==> config.mk <==
export PLATFORM = sky130hd
export DESIGN_NAME = uart_rx_vote_sampler
export DESIGN_NICKNAME = d
export VERILOG_FILES = /design/src/rtl/uart_rx_vote_sampler.sv
export SDC_FILE = /design/constraint.sdc
export NUM_CORES = 1
export LEC_CHECK = 0
export CORE_UTILIZATION = 44
export DETAILED_ROUTE_END_ITERATION = 16
export HOLD_SLACK_MARGIN = 0.1
export PLACE_DENSITY = 0.74
export SLEW_MARGIN = 5
export SYNTH_ARGS = -nofsm -noshare
export SYNTH_HDL_FRONTEND = slang
export SYNTH_SLANG_ARGS = --single-unit
export TNS_END_PERCENT = 5
==> constraint.sdc <==
create_clock -name clk -period 2 [get_ports clk]
set_input_delay 0.3 -clock clk [delete_from_list [all_inputs] [get_ports clk]]
set_output_delay 0.3 -clock clk [all_outputs]
set_load 0.02 [all_outputs]
==> src/rtl/uart_rx_vote_sampler.sv <==
// Majority-vote bit sampler for an oversampling UART receiver: votes the
// synchronised line over NUM_SAMPLES positions ending at the bit centre.
module uart_rx_vote_sampler #(
    parameter int PRESCALE_W  = 6,
    parameter int NUM_SAMPLES = 3,
    parameter int SYNC_STAGES = 2
) (
    input  logic                  clk,
    input  logic                  rst,
    input  logic [PRESCALE_W-1:0] prescale,
    input  logic                  rx_in,
    input  logic                  data_sample_en,
    input  logic [PRESCALE_W-1:0] edge_cnt,
    output logic                  sampled_bit,
    output logic                  data_sampled,
    output logic                  noise_err,
    output logic                  cfg_err
);
    localparam int CNT_W = $clog2(NUM_SAMPLES + 1);
    localparam logic [PRESCALE_W-1:0] SPAN = PRESCALE_W'(NUM_SAMPLES - 1);

    logic rxs;

    generate
        if (SYNC_STAGES == 0) begin : g_nosync
            assign rxs = rx_in;
        end else begin : g_sync
            logic [SYNC_STAGES-1:0] sync_q, sync_d;

            always_comb begin
                sync_d[0] = rx_in;
                for (int i = 1; i < SYNC_STAGES; i++) begin
                    sync_d[i] = sync_q[i-1];
                end
            end

            // Synchroniser idles high like the line itself.
            always_ff @(posedge clk) begin
                if (rst) sync_q <= '1;
                else     sync_q <= sync_d;
            end

            assign rxs = sync_q[SYNC_STAGES-1];
        end
    endgenerate

    logic [PRESCALE_W-1:0] centre, first_pos;
    logic                  cfg_bad, clear_acc, in_window, at_centre;
    logic [CNT_W-1:0]      ones_q, ones_d, taken_q, taken_d;
    logic [CNT_W-1:0]      vote_ones, vote_taken;
    logic                  armed_q, armed_d, started_q, started_d;
    logic                  sampled_bit_q, sampled_bit_d;
    logic                  noise_err_q, noise_err_d;
    logic                  data_sampled_q, data_sampled_d;
    logic                  cfg_err_q, cfg_err_d;

    always_comb begin
        centre     = prescale >> 1;
        first_pos  = centre - SPAN;
        cfg_bad    = (centre < SPAN) || (prescale < PRESCALE_W'(2));
        clear_acc  = !data_sample_en || (edge_cnt == '0) || cfg_bad;
        in_window  = (edge_cnt >= first_pos) && (edge_cnt < centre);
        at_centre  = (edge_cnt == centre);
        vote_taken = taken_q + CNT_W'(1);
        vote_ones  = ones_q + CNT_W'(rxs);
    end

    // started_q blocks a vote on a bit whose early samples were lost to reset;
    // it is set once the accumulator has seen a genuine clear.
    always_comb begin
        ones_d         = ones_q;
        taken_d        = taken_q;
        started_d      = started_q;
        armed_d        = !at_centre;
        sampled_bit_d  = sampled_bit_q;
        noise_err_d    = noise_err_q;
        data_sampled_d = 1'b0;
        cfg_err_d      = cfg_bad;
        if (clear_acc) begin
            ones_d    = '0;
            taken_d   = '0;
            started_d = 1'b1;
        end else if (in_window) begin
            taken_d = vote_taken;
            ones_d  = vote_ones;
        end else if (at_centre && armed_q && started_q) begin
            sampled_bit_d  = ({1'b0, vote_ones} << 1) > {1'b0, vote_taken};
            noise_err_d    = (vote_ones != '0) && (vote_ones != vote_taken);
            data_sampled_d = 1'b1;
        end
    end

    always_ff @(posedge clk) begin
        if (rst) begin
            ones_q         <= '0;
            taken_q        <= '0;
            armed_q        <= 1'b1;
            started_q      <= 1'b0;
            sampled_bit_q  <= 1'b0;
            noise_err_q    <= 1'b0;
            data_sampled_q <= 1'b0;
            cfg_err_q      <= 1'b0;
        end else begin
            ones_q         <= ones_d;
            taken_q        <= taken_d;
            armed_q        <= armed_d;
            started_q      <= started_d;
            sampled_bit_q  <= sampled_bit_d;
            noise_err_q    <= noise_err_d;
            data_sampled_q <= data_sampled_d;
            cfg_err_q      <= cfg_err_d;
        end
    end

    assign sampled_bit  = sampled_bit_q;
    assign data_sampled = data_sampled_q;
    assign noise_err    = noise_err_q;
    assign cfg_err      = cfg_err_q;

endmodule
-- Word level (Yosys, flattened, before mapping)
Index checks and enable logic that the tools add are counted.
- bits in registers: 12
- output and inout bits: 4
- logic and storage cells: 36
- $add $sub $neg: 3
- magnitude comparators: 5
- eq/ne operators: 2
- muxes and demuxes: 1
- bitwise gates (word level): 2
- reduce and logical (&&, ||, !) cells: 14
- operator list (kind ; number):
    6-bit by 5-bit equality test with 1-bit output ; 1
    6-bit greater-or-equal comparator ; 1
    6-bit logical NOT ; 1
    6-bit by 2-bit < comparator with 1-bit output (second input constant) ; 1
    6-bit by 5-bit < comparator with 1-bit output ; 1
    5-bit by 2-bit subtractor with 6-bit output (second input constant) ; 1
    5-bit by 2-bit < comparator with 1-bit output (second input constant) ; 1
    1-bit logical AND ; 4
    3-bit by 2-bit > comparator with 1-bit output ; 1
    1-bit logical OR ; 3
    3-bit AND reduction ; 1
    3-bit OR reduction ; 1
    2-bit by 1-bit adder with 2-bit output ; 1
    2-bit by 1-bit adder with 2-bit output (second input constant) ; 1
    1-bit logical NOT ; 2
    2-bit != test ; 1
    1-bit inverter ; 2
    2-bit nonzero test ; 1
    2-bit OR reduction ; 1
    1-bit two-way mux ; 1

-- Depth between registers and ports, before layout
Gate-level depths: netlist (run 1).
- word-level depth: 5
- mapped depth: 8
- mapped depth without buffers: 8

-- Worst setup path before layout (run 1)
OpenSTA, ideal clock, no wires.
- path kind: input-to-reg
- start point: input prescale[2]
- end point: register noise_err_q (netlist: noise_err)
- setup time: 0.121 ns
- data arrival time: 1.871 ns
- required time: 1.879 ns
- path slack: 0.008 ns
- stages: 8
- cells stage by stage: inv_1 ha_1 xnor2_1 ha_1 nand4_1 o221a_2 o21ai_2 mux2_4
- cells in the longest elaborated chain, start to end: 5
- RTL lines (item ; RTL line ; source):
    start, declared ; 10 ; input logic [PRESCALE_W-1:0] prescale,
    5-bit by 2-bit subtractor with 6-bit output (tied with other cells) ; 59 ; first_pos = centre - SPAN;
    6-bit greater-or-equal comparator or 1-bit logical OR (tied branches) ; 62, 60 ;
    1-bit logical AND or 1-bit logical OR (tied branches) ; 62, 61 ;
    1-bit inverter (no line) ; -- ;
    3-bit AND reduction (no line) (*) ; -- ;
    end signal, assigned ; 109 ; noise_err_q <= noise_err_d;
    end, declared ; 53 ; logic noise_err_q, noise_err_d;
Every way passes the cells marked *; elsewhere a longest branch is shown, timed or not.
A chain may end at the register's enable or synchronous reset.

-- Worst setup path after layout (run 1)
- start point: input prescale[2]
- end point: register ones_q[1]
- cells in the longest elaborated chain, start to end: 4
- RTL lines (item ; RTL line ; source):
    branches (longest 4 deep; another with 5-bit by 2-bit subtractor with 6-bit output) ; -- ;
    end signal, assigned ; 104 ; ones_q <= ones_d;
    end, declared ; 49 ; logic [CNT_W-1:0] ones_q, ones_d, taken_q, taken_d;
Parallel ways; which one is timed is not known.

==> results of run 1 <==
[per-stage QoR]
| stage | hold WS, ps | cell area, um2 | utilization, % |
|---|---|---|---|
| 2_1_floorplan | 389 | 877 | - |
| 3_3_place_gp | 399 | 1210 | 67.3 |
| 3_5_place_dp | 409 | 1210 | 67.3 |
| 4_1_cts | 426 | 1380 | 76.7 |
| 5_1_grt | 455 | 1410 | 78.4 |
| 6_report | 425 | 1410 | 78.4 |
[final timing paths]
kind	startpoint	to	slack, ps	cells after the start
max	prescale[2]	ones_q[1]$_SDFFE_PP0P_	50	9
min	g_sync.sync_q[0]$_SDFF_PP1_	g_sync.sync_q[1]$_SDFF_PP1_	420	1
max reg2reg	g_sync.sync_q[1]$_SDFF_PP1_	noise_err$_SDFFE_PP0P_	390	6
min reg2reg	g_sync.sync_q[0]$_SDFF_PP1_	g_sync.sync_q[1]$_SDFF_PP1_	420	1
[routing by layer]
layer	global-route usage, %	wire, um	up-vias
li1	-	-	437
met1	27.7	961	410
met2	44.7	1160	28
met3	6.67	83	16
met4	10.9	108	0
met5	0	0	-
[cell usage after synthesis, drive strengths merged]
cell type | count | area (um2)
ha | 13 | 163
dfxtp | 12 | 240
a21oi | 8 | 40.0
inv | 8 | 30.0
nand2 | 6 | 22.5
nor2 | 6 | 22.5
nor2b | 5 | 31.3
xnor2 | 5 | 43.8
nand3 | 4 | 32.5
o21ai | 4 | 27.5
nor3 | 3 | 15.0
o31ai | 3 | 36.3
or2 | 3 | 18.8
or4 | 3 | 26.3
mux2 | 2 | 30.0
a21o | 1 | 7.51
a221oi | 1 | 8.76
and3 | 1 | 7.51
and4b | 1 | 10.0
clkbuf | 1 | 3.75
nand2b | 1 | 6.26
nand4 | 1 | 6.26
nor4 | 1 | 12.5
o21a | 1 | 7.51
o221a | 1 | 11.3
o221ai | 1 | 8.76
or3 | 1 | 7.51
[critical path, cell delays in order]
cell and delay, ps:
buf_6 100, buf_6 110, nor3_4 180, xnor2_2 110
ha_4 270, nand4_1 120, o221a_4 320, or4_4 520
a21oi_1 130
[registers in the layout (all words and copies together), names as in the netlist]
signal,cells
armed_q,1
cfg_err,1
data_sampled,1
g_sync.sync_q,2
noise_err,1
ones_q,2
sampled_bit,1
started_q,1
taken_q,2
[what timing repair did]
item / in CTS / in global routing
endpoints found under the setup margin: 7 / 2
setup buffers: 3 / 2
resized for setup: 40 / 5
hold buffers: 0 / 0
pin swaps: 12 / 6
[cell type report]
| cell class | count | area [um2] | share of cell area, % |
|---|---|---|---|
| clock buffers | 4 | 36.3 | 2.57 |
| inverters | 8 | 30.0 | 2.13 |
| multi-input cells | 76 | 729 | 51.6 |
| flip-flops and latches | 12 | 240 | 17.0 |
| well taps | 25 | 31.3 | 2.21 |
| repair buffers | 40 | 345 | 24.4 |
[kinds of logic after synthesis]
| logic type | count (synthesis) |
|---|---|
| compound gates | 20 |
| simple gates | 36 |
| xor+xnor | 5 |
| flops | 12 |
| fa+ha+maj | 13 |
| mux | 2 |
| buf+inv | 9 |
[power breakdown]
| part | leakage, nW | internal, mW | switching [mW] |
|---|---|---|---|
| sequential | 0.0977 | 0.245 | 0.00320 |
| clock | 0.0210 | 0.110 | 0.0782 |
| combinational | 0.494 | 0.117 | 0.107 |
==> qor.yml, run 1 <==
core_area_um2: 1800
finalCritPeriodShare_pct: 97.7
dr.pass1.iters: 6
avgSynthCellArea_um2: 9.04
syn2layout_area_growth_pct: 61.1
yosysWarningCount: 0
syn_area_um2: 877
crit_fanout: 5
dieWidth_um: 46.6
vdd_drop_max_mv: 0.411
drive_above_1_share_pct: 40.7
final_nets: 170
final_cell_mix: "buf_4, dfxtp_1, ha_1"
finalSetupViolations: 0
arrival_ps: 2160
power_density_nw_per_um2: 468
grt_pass1_wl_mm: 3.77
grt_pass1_vias: 884
cts_tree: "built"
totalWireLength_mm: 2.31
io_buffers: 18
cts_buffer_depth: 2
die-area_um2: 2180
dp_hpwl_mm: 1.63
required_ps: 2200
ys_seq_area_share_pct: 27.4
yosys.area_share.simple_pct: 25.0
drt_iter0_drc: 16
clk_pin_slew_ps: 80
antenna_found_initial: 0
synth_compound_area_share_pct: 16.8
startpoint_type: "primary input"
numClockSinks: 12
synth_top_family_by_area: "simple AND/OR/NAND/NOR gates"
gp_congestion: 0.864
cts_inserted_buffers: 3
n_antenna_cell: 0
worst_pin_slew_ps: 306
layout.cells.non_filler: 165
insertion_delay_ps: 270
synth-xor-area-share_pct: 4.99
synth_fp_nets: 126
slew_violations: 0
setup_tns_ps: 0
viasPerCell: 5.40
fin_crit_ps: 1950
rsz0062_at_grt: "false"
grt_usage_pct: 25.2
ant_nets: 0
fillCellCount: 116
crit_path_end_kind: "flop"
relSlewSlack_pct: 79.6
p_leak_nw: 0.612
drc: 0
cts_htree_levels: 1
vias: 891
ys_types: 31
fmax_mhz: 512
power_uw: 660
fin_ws_ps: 46.2
synthCells: 97
gr-total-overflow: 0
maxCapViolCount: 0
hold_viol_final: 0
placedCellCount: 156
cts-root-buf: "clkbuf_4"
synthAdderAreaFrac_pct: 18.5
grt_max_degree: 11
start_util_pct: 48.7
preCtsSetupSlack_ps: -626
synthMuxAreaShare_pct: 3.42
post_drt_wl_per_cell_um: 14.0
critical_path_class: "primary input to flop"
mostFrequentLayoutCell: "buf_4"
ys_ff_latch: 12
skew_ps: 3.47
die_y_um: 46.6
status: "completed"
rows: 15
hold_path.class: "flop to flop"
ios: 20
Power figures use the tool's default switching activity.
==> inputs of run 2 (changes only) <==
--- a/config.mk
+++ b/config.mk
@@ -9,6 +9,7 @@
 export DETAILED_ROUTE_END_ITERATION = 16
 export HOLD_SLACK_MARGIN = 0.1
 export PLACE_DENSITY = 0.74
+export SKIP_LAST_GASP = 1
 export SLEW_MARGIN = 5
 export SYNTH_ARGS = -nofsm -noshare
 export SYNTH_HDL_FRONTEND = slang
==> results of run 2 <==
No change in the layout: final DEF, timing and power equal those of run 1.
